`config.mk`:
```
export PLATFORM = sky130hd
export DESIGN_NAME = seg_scan_capture
export DESIGN_NICKNAME = d
export VERILOG_FILES = /design/src/rtl/seg_scan_pkg.sv /design/src/rtl/seg_scan_capture_glyph_decoder.sv /design/src/rtl/seg_scan_capture.sv
export SDC_FILE = /design/constraint.sdc
export NUM_CORES = 1
export LEC_CHECK = 0
export CAP_MARGIN = 20
export CORE_ASPECT_RATIO = 1.2
export CORE_MARGIN = 3
export CORE_UTILIZATION = 30
export CTS_CLUSTER_DIAMETER = 40
export CTS_CLUSTER_SIZE = 20
export DETAILED_ROUTE_END_ITERATION = 7
export GPL_TIMING_DRIVEN = 0
export SLEW_MARGIN = 10
export SYNTH_ARGS = -nofsm -noshare
export SYNTH_HDL_FRONTEND = slang
export SYNTH_SLANG_ARGS = --single-unit
```
`constraint.sdc`:
```
create_clock -name clk -period 8 [get_ports clk]
set_clock_uncertainty 0.15 [all_clocks]
set_input_delay 2 -clock clk [delete_from_list [all_inputs] [get_ports clk]]
set_output_delay 2 -clock clk [all_outputs]
set_load 0.01 [all_outputs]
```
`src/rtl/seg_scan_pkg.sv`:
```
// Shared types and constants for the 7-segment scan capture block.
package seg_scan_pkg;

   typedef enum logic [1:0] {
      IDLE   = 2'd0,
      SETTLE = 2'd1,
      HOLD   = 2'd2
   } scan_state_e;

   // Active-high segment patterns, bit0=a .. bit6=g
   localparam logic [6:0] GLYPH_0     = 7'h3F;
   localparam logic [6:0] GLYPH_1     = 7'h06;
   localparam logic [6:0] GLYPH_2     = 7'h5B;
   localparam logic [6:0] GLYPH_3     = 7'h4F;
   localparam logic [6:0] GLYPH_4     = 7'h66;
   localparam logic [6:0] GLYPH_5     = 7'h6D;
   localparam logic [6:0] GLYPH_6     = 7'h7D;
   localparam logic [6:0] GLYPH_7     = 7'h07;
   localparam logic [6:0] GLYPH_8     = 7'h7F;
   localparam logic [6:0] GLYPH_9     = 7'h6F;
   localparam logic [6:0] GLYPH_BLANK = 7'h00;

   localparam logic [3:0] CODE_BLANK = 4'hF;
   localparam logic [3:0] CODE_BAD   = 4'hE;

   localparam logic [6:0] MAX_HH   = 7'd23;
   localparam logic [6:0] MAX_MMSS = 7'd59;

   // Binary value of a tens/ones digit pair; only meaningful when both are 0-9
   function automatic logic [6:0] bcd_pair(input logic [3:0] tens, input logic [3:0] ones);
      return (7'(tens) * 7'd10) + 7'(ones);
   endfunction

endpackage

```
`src/rtl/seg_scan_capture_glyph_decoder.sv`:
```
// Maps an active-high 7-segment pattern to its digit code (0-9, F=blank, E=bad).
module seg_glyph_decoder
   import seg_scan_pkg::*;
(
   input  logic [6:0] glyph,
   output logic [3:0] code
);

   // Pure lookup; anything that is not a recognised glyph is flagged bad
   always_comb begin
      code = CODE_BAD;
      case (glyph)
         GLYPH_0:     code = 4'd0;
         GLYPH_1:     code = 4'd1;
         GLYPH_2:     code = 4'd2;
         GLYPH_3:     code = 4'd3;
         GLYPH_4:     code = 4'd4;
         GLYPH_5:     code = 4'd5;
         GLYPH_6:     code = 4'd6;
         GLYPH_7:     code = 4'd7;
         GLYPH_8:     code = 4'd8;
         GLYPH_9:     code = 4'd9;
         GLYPH_BLANK: code = CODE_BLANK;
         default:     code = CODE_BAD;
      endcase
   end

endmodule

```
`src/rtl/seg_scan_capture.sv`:
```
// Reconstructs the displayed HH:MM:SS frame from the multiplexed 7-segment bus.
//
// state  | meaning
// -------+-----------------------------------------------------------
// IDLE   | cs is not exactly one-hot, nothing to sample
// SETTLE | one digit selected, waiting for cs/seg to be stable long enough
// HOLD   | this activation already sampled, waiting for cs or seg to move
module seg_scan_capture
   import seg_scan_pkg::*;
#(
   parameter int SETTLE_CYCLES  = 16,
   parameter int TIMEOUT_CYCLES = 100000,
   parameter int CS_ACTIVE_LOW  = 1,
   parameter int SEG_ACTIVE_LOW = 1
) (
   input  logic        clk,
   input  logic        rst,
   input  logic [7:0]  cs_in,
   input  logic [7:0]  seg_in,
   output logic        frame_valid,
   output logic        frame_err,
   output logic [31:0] digits,
   output logic [7:0]  dp,
   output logic [4:0]  hh,
   output logic [5:0]  mm,
   output logic [5:0]  ss,
   output logic        stale
);

   localparam int STW = $clog2(SETTLE_CYCLES + 1);
   localparam int TW  = $clog2(TIMEOUT_CYCLES + 1);
   localparam logic [STW-1:0] SETTLE_MAX = STW'(SETTLE_CYCLES);
   localparam logic [TW-1:0]  TO_MAX     = TW'(TIMEOUT_CYCLES);
   localparam logic [TW-1:0]  TO_HIT     = TW'(TIMEOUT_CYCLES - 1);
   // Idle bus levels, so reset does not look like every digit being selected
   localparam logic [7:0] CS_IDLE_RAW  = (CS_ACTIVE_LOW != 0)  ? 8'hFF : 8'h00;
   localparam logic [7:0] SEG_IDLE_RAW = (SEG_ACTIVE_LOW != 0) ? 8'hFF : 8'h00;

   logic [7:0]     cs_s1, cs_s2, seg_s1, seg_s2;
   logic [7:0]     cs_prev, seg_prev;
   logic [7:0]     cs_act, seg_act;
   logic           changed, cs_onehot;
   logic [2:0]     pos;
   logic [STW-1:0] stab_cnt;
   logic [TW-1:0]  to_cnt;
   scan_state_e    state, state_nxt;
   logic           sample, timeout_hit, frame_done, frame_good;
   logic [3:0]     glyph_code;
   logic [7:0]     seen, seen_nxt;
   logic [31:0]    sh_code, sh_code_nxt;
   logic [7:0]     sh_dp, sh_dp_nxt;
   logic [6:0]     hh_v, mm_v, ss_v;
   logic           codes_ok;

   // Two-flop synchronizers plus a one-cycle history for change detection
   always_ff @(posedge clk or posedge rst) begin
      if (rst) begin
         cs_s1    <= CS_IDLE_RAW;
         cs_s2    <= CS_IDLE_RAW;
         cs_prev  <= CS_IDLE_RAW;
         seg_s1   <= SEG_IDLE_RAW;
         seg_s2   <= SEG_IDLE_RAW;
         seg_prev <= SEG_IDLE_RAW;
      end else begin
         cs_s1    <= cs_in;
         cs_s2    <= cs_s1;
         cs_prev  <= cs_s2;
         seg_s1   <= seg_in;
         seg_s2   <= seg_s1;
         seg_prev <= seg_s2;
      end
   end

   assign cs_act    = (CS_ACTIVE_LOW != 0)  ? ~cs_s2  : cs_s2;
   assign seg_act   = (SEG_ACTIVE_LOW != 0) ? ~seg_s2 : seg_s2;
   assign changed   = (cs_s2 != cs_prev) || (seg_s2 != seg_prev);
   assign cs_onehot = (cs_act != 8'h00) && ((cs_act & (cs_act - 8'h01)) == 8'h00);

   // Selected position index; only used when cs is one-hot
   always_comb begin
      pos = 3'd0;
      for (int i = 0; i < 8; i++) begin
         if (cs_act[i]) pos = 3'(i);
      end
   end

   // Stability counter: cleared on any bus change, saturates at the settle target
   always_ff @(posedge clk or posedge rst) begin
      if (rst) begin
         stab_cnt <= '0;
      end else if (changed) begin
         stab_cnt <= '0;
      end else if (stab_cnt != SETTLE_MAX) begin
         stab_cnt <= stab_cnt + 1'b1;
      end
   end

   // State register
   always_ff @(posedge clk or posedge rst) begin
      if (rst) state <= IDLE;
      else     state <= state_nxt;
   end

   // Next state and the sample strobe; a changing bus never samples
   always_comb begin
      state_nxt = state;
      sample    = 1'b0;
      case (state)
         IDLE: begin
            if (cs_onehot) state_nxt = SETTLE;
         end
         SETTLE: begin
            if (!cs_onehot) begin
               state_nxt = IDLE;
            end else if (!changed && (stab_cnt == SETTLE_MAX)) begin
               sample    = 1'b1;
               state_nxt = HOLD;
            end
         end
         HOLD: begin
            if (changed) state_nxt = cs_onehot ? SETTLE : IDLE;
         end
         default: state_nxt = IDLE;
      endcase
   end

   seg_glyph_decoder u_glyph (
      .glyph (seg_act[6:0]),
      .code  (glyph_code)
   );

   assign timeout_hit = (to_cnt == TO_HIT);
   assign frame_done  = (seen == 8'hFF);

   // Shadow/mask update; a sample coinciding with completion or timeout keeps its own entry
   always_comb begin
      seen_nxt    = (frame_done || timeout_hit) ? 8'h00 : seen;
      sh_code_nxt = timeout_hit ? 32'hFFFF_FFFF : sh_code;
      sh_dp_nxt   = timeout_hit ? 8'h00 : sh_dp;
      if (sample) begin
         seen_nxt[pos]                = 1'b1;
         sh_code_nxt[{pos, 2'b00} +: 4] = glyph_code;
         sh_dp_nxt[pos]               = seg_act[7];
      end
   end

   assign hh_v = bcd_pair(sh_code[3:0],   sh_code[7:4]);
   assign mm_v = bcd_pair(sh_code[15:12], sh_code[19:16]);
   assign ss_v = bcd_pair(sh_code[27:24], sh_code[31:28]);

   // Separator positions 2 and 5 are free; every other position must be a digit
   assign codes_ok = (sh_code[3:0]   <= 4'd9) && (sh_code[7:4]   <= 4'd9) &&
                     (sh_code[15:12] <= 4'd9) && (sh_code[19:16] <= 4'd9) &&
                     (sh_code[27:24] <= 4'd9) && (sh_code[31:28] <= 4'd9);
   assign frame_good = codes_ok && (hh_v <= MAX_HH) && (mm_v <= MAX_MMSS) && (ss_v <= MAX_MMSS);

   // Frame shadow, seen mask and the no-sample timeout counter
   always_ff @(posedge clk or posedge rst) begin
      if (rst) begin
         seen    <= 8'h00;
         sh_code <= 32'hFFFF_FFFF;
         sh_dp   <= 8'h00;
         to_cnt  <= '0;
      end else begin
         seen    <= seen_nxt;
         sh_code <= sh_code_nxt;
         sh_dp   <= sh_dp_nxt;
         if (sample)                to_cnt <= '0;
         else if (to_cnt != TO_MAX) to_cnt <= to_cnt + 1'b1;
      end
   end

   // Published frame: loads only on a good frame, status pulses on every completion
   always_ff @(posedge clk or posedge rst) begin
      if (rst) begin
         frame_valid <= 1'b0;
         frame_err   <= 1'b0;
         digits      <= 32'hFFFF_FFFF;
         dp          <= 8'h00;
         hh          <= '0;
         mm          <= '0;
         ss          <= '0;
         stale       <= 1'b1;
      end else begin
         frame_valid <= frame_done && frame_good;
         frame_err   <= frame_done && !frame_good;
         if (frame_done && frame_good) begin
            digits <= sh_code;
            dp     <= sh_dp;
            hh     <= hh_v[4:0];
            mm     <= mm_v[5:0];
            ss     <= ss_v[5:0];
            stale  <= 1'b0;
         end else if (timeout_hit) begin
            stale  <= 1'b1;
         end
      end
   end

endmodule

```
[Yosys cells after proc, flatten, opt, wreduce, memory -nomap -nowiden]
Cells that the tools add are included.
Storage, ports and cells
  flip-flop bits (word level): 180
  input bits: 18
  output and inout port bits: 60
  word-level logic and storage cells: 127
Operators by class
  $add $sub $neg: 7
  multiply operators: 3
  $lt $le $gt $ge: 11
  equal/unequal tests: 22
  shifts and indexed selects: 2
  multiplexer cells: 33
  bitwise gates (word level): 4
  reductions and logical operators: 25
Operator list (count)
  $mux 32: 2
  $eq 7x7->1 const B: 7
  $pmux 4 s11: 1
  $mux 17: 2
  $bwmux 32: 1
  $mux 8: 4
  $shift 4x7->32 const A: 1
  $shiftx 4x7->32: 1
  $le 4x4->1 const B: 6
  $add 7x4->7: 3
  $mul 4x3->6 const B: 3
  $mux 3: 6
  $add 17x1->17 const B: 1
  $eq 17x17->1 const B: 1
  $ne 17x17->1 const B: 1
  $ne 8x8->1: 2
  $not 8->8: 2
  $eq 7x3->1 const B: 2
  $le 7x6->1 const B: 2
  $logic_and 1x1->1: 13
  $mux 5: 2
  $and 8x8->8: 1
  $bwmux 8: 1
  $eq 8x8->1 const B: 1
  26 further kinds: 41

[Depth between registers and ports, before layout]
  depth after elaboration: 14
  mapped depth: 12
  gate-level depth less buffers: 10

[By module]
A second synthesis with hierarchy kept.
Unflattened totals
  cell total of the unflattened synthesis: 692
  area total of the unflattened synthesis: 8490.6 sq um
By module, submodules not included
  seg_scan_capture: instances 1, cells an instance 655, area an instance 8250.4 sq um, seq. area each 4645.7 sq um
  seg_glyph_decoder: instances 1, cells an instance 37, area an instance 240.2 sq um, seq. area each 0.0 sq um

[Least setup slack after synthesis]
Ideal clock, no wire load.
  path type: flip-flop to flip-flop
  from: register sh_code[25]
  to: register dp[1]
  library setup time: 0.125 ns
  arrival time: 3.182 ns
  data required time: 7.725 ns
  slack: 4.544 ns
  stages on the path, launching flop included: 12
  buffers on the path: 2
  clock period less this slack: 3.456 ns
  path through: dfstp_2 ha_1 ha_1 inv_1 fa_1 nor4b_1 xnor2_1 a2111oi_2 nand4_1 buf_2 buf_2 mux2_2
Between the ends
  word-level cells in the longest chain between the ends: 7
  elaborated cells on any way between the ends: 10
  classes of those cells: add/sub (1); mul (1); order compare (2); reduce/logical (6)
RTL lines
  start: declaration: RTL line seg_scan_capture.sv:50  | logic [31:0] sh_code, sh_code_nxt;
  start signal: assignment: RTL line seg_scan_capture.sv:166  | sh_code <= sh_code_nxt;
  branches (longest 5 deep; another with $add 7x4->7)
  $logic_and 1x1->1 *: RTL line seg_scan_capture.sv:155  | assign frame_good = codes_ok && (hh_v <= MAX_HH) && (mm_v <= MAX_MMSS) && (ss_v <= MAX_MMSS);
  $logic_and 1x1->1 *: RTL line seg_scan_capture.sv:187  | if (frame_done && frame_good) begin
  end signal: assignment: RTL line seg_scan_capture.sv:189  | dp <= sh_dp;
  end: declaration: RTL line seg_scan_capture.sv:23  | output logic [7:0] dp,
Mark *: on every way between the ends.
A chain may end at the register's enable or synchronous reset.

[Worst setup path in the final report]
  from: register sh_code[25]
  to: register dp[3]
The elaborated chain is that of the path after synthesis.

==> flow_metrics.env <==
export IMPL_status="finished, final reports clean"
export IMPL_required_ns=8.17
export IMPL_cts_hold_buf=0
export IMPL_antenna_left=0
export IMPL_placed_cells=1158
export IMPL_num_rows=66
export IMPL_clkTransAtPathRegs_ns=0.07
export IMPL_grt_busiest_layer="met2"
export IMPL_cts_tree="done"
export IMPL_netlist_instances=706
export IMPL_finalNetCount=854
export IMPL_hold_violations=0
export IMPL_crit_fanout=10
export IMPL_n_fill_cell=2675
export IMPL_async_flop_share_pct=100
export IMPL_vias=5385
export IMPL_postRouteWirelength_um=17100
export IMPL_routabilityCongestion=0.788
export IMPL_ios=78
export IMPL_clock_power_share_pct=44.9
export IMPL_drcViolationCount=0
export IMPL_antenna_found_initial=0
export IMPL_ys_warn_count=0
export IMPL_leakagePower_nw=4.43
export IMPL_overflow=0
export IMPL_reg_top3="digits: 32 flops, sh_code: 32 flops, to_cnt: 17 flops"
export IMPL_grt_pass1_vias=5386
export IMPL_clockBufferDepth=2
export IMPL_syn_avg_cell_area_um2=11.9
export IMPL_mostFrequentLayoutCell="dfstp_2"
export IMPL_p_sw_share_pct=23.4
export IMPL_fp_dieW_um=159
export IMPL_h_tree_depth=4
export IMPL_setup_viol=0
export IMPL_seqPwrFrac_pct=51.2
export IMPL_critical_path_class="flip-flop to flip-flop"
export IMPL_utilization_pct=37.5
export IMPL_end_kind="flip-flop"
export IMPL_n_antenna_cell=0
export IMPL_rsz0062_at_grt="false"
export IMPL_worstMarginPinSlew_ns=0.838
export IMPL_yosys_most_used_dff="dfstp_2"
export IMPL_power_density_nw_per_um2=179
export IMPL_cp_start_kind="flip-flop"
export IMPL_cts_inserted_buffers=17
export IMPL_stdcell_count=1190
export IMPL_synth_seq_cells=180
export IMPL_setup_tns_ns=0
export IMPL_fin_crit_ns=3.96
export IMPL_clkSinkCount=180
export IMPL_grt_use_met3_pct=2.15
export IMPL_synth_edff_count=0
export IMPL_hp_class="flip-flop to flip-flop"
export IMPL_maxSlewHeadroom_pct=43.7
export IMPL_synth_area_um2=8390
export IMPL_fmax_mhz=253
export IMPL_final_cell_mix="113 x dfstp_2, 77 x clkdlybuf4s50_1, 70 x nor2_1"
export IMPL_use_met2_pct=19.8
export IMPL_drv_slew=0
export IMPL_maxCapViolations=0
export IMPL_p_int_mw=1.41
export IMPL_area_growth_pct=22.1
export IMPL_die_area_um2=30000
export IMPL_drt_iter0_drc=235
export IMPL_track_usage_pct=11.8
export IMPL_portBuffers=77
export IMPL_yosysSeqAreaShare_pct=55.4
export IMPL_core_area_um2=27300
export IMPL_grt_max_degree=96
export IMPL_ctsRootBufferMaster="clkbuf_16"
export IMPL_grt_pass1_wl_um=28100
export IMPL_arrival_ns=4.12
export IMPL_drive_gt1_share_pct=27.9
export IMPL_synth_nets=757
export IMPL_die_h_um=189
export IMPL_start_util_pct=30.7
export IMPL_power_switching_mw=0.429
export IMPL_fin_crit_sh_pct=49.5
export IMPL_clk_latency_ns=0.43
export IMPL_via_per_inst=4.53
export IMPL_cts_setup_buffers=0
export IMPL_comb_power_share_pct=3.9
export IMPL_cts_resized=0
export IMPL_grt_use_met1_pct=15.2
export IMPL_yosys_cell_types_count=55
export IMPL_max_vdd_ir_drop_mv=0.134
export IMPL_first_pass_iters=4
export IMPL_wl_per_cell_um=14.4
export IMPL_hpwl_um=12500
[critical path, cell delays in order (launching register included)]
cell and delay, ns:
dfstp_2 0.61, ha_1 0.26, ha_1 0.20, inv_1 0.07, fa_1 0.46, nor4b_1 0.44
xnor2_1 0.14, a2111oi_2 0.48, nand4_1 0.20, buf_2 0.27, buf_2 0.26, mux2_2 0.30
[through the flow]
step                instance area (µm²)  power [mW]  hold slack [ns]  setup WS [ns]
global placement                   9630        1.02            0.196          -1.30
global route                      10200        1.91            0.209           3.81
floorplan                          8390        1.00            0.195           1.15
detailed placement                 9670        1.03            0.197           3.98
finish                            10200        1.84            0.206           4.04
CTS                               10200        1.87            0.207           3.96
[cell families after synthesis]
| logic type | after synthesis | synth area share [%] |
|---|---|---|
| AOI/OAI and AO/OA | 51 | 3.77 |
| xor gates and xnor gates | 50 | 5.22 |
| adders and majority gates | 34 | 5.58 |
| buffers and inverters | 66 | 3.35 |
| DFF | 180 | 55.4 |
| muxes | 100 | 12.8 |
| and+or+nand+nor | 225 | 13.9 |
[metal layers]
metal	part of all wire, %	routed length (µm)	vias to the layer above
li1	-	-	2619
met4	2.0	347	0
met1	45	7620	2652
met3	3.3	565	21
met5	0	0	-
met2	50	8580	93
[worst paths after layout]
check | startpoint | endpoint | slack (ns) | depth (start not counted)
setup / recovery | sh_code[25] | dp[3] | 4.04 | 11
hold / removal | cs_s1[6] | cs_s2[6] | 0.21 | 0
setup reg to reg | sh_code[25] | dp[3] | 4.04 | 11
hold reg to reg | cs_s1[6] | cs_s2[6] | 0.21 | 0
max in group asynchronous | rst | digits[22] | 4.94 | 3
min in group asynchronous | rst | stab_cnt[1] | 1.93 | 2
[synth_stat cells, types with 8 or more instances]
master	instances	area share, %
nor3_1	13	0.78
nand2_1	42	1.9
inv_1	36	1.6
nand2b_1	8	0.60
nand4_1	10	0.75
a21oi_1	16	0.95
mux2i_1	42	5.0
and3_1	8	0.60
ha_1	27	4.0
nand3_1	24	1.4
xor2_1	37	3.9
dfrtp_1	67	20
or3_1	8	0.60
mux2_2	58	7.8
xnor2_1	13	1.4
nor2_1	70	3.1
dfstp_2	113	35
o21ai_0	15	0.89
clkbuf_1	19	0.85
nor4_1	9	0.67
[power groups by stage]
stage	clock (mW)	combinational (mW)	sequential [mW]
global placement	0	0.0704	0.954
CTS	0.852	0.0737	0.939
global route	0.888	0.0815	0.941
detailed placement	0	0.0736	0.954
finish	0.825	0.0718	0.939
floorplan	0	0.0478	0.953
[layout make-up]
class | instances | area [µm²] | area share (%)
multi-input combinational | 460 | 3460 | 33.8
clock buffer | 18 | 439 | 4.29
timing repair buffer | 78 | 798 | 7.79
sequential | 180 | 4650 | 45.3
clock inverter | 14 | 141 | 1.38
inverter | 36 | 143 | 1.39
buffer | 30 | 146 | 1.43
tap | 374 | 468 | 4.57
No activity file was read; power rests on OpenSTA's default activity.
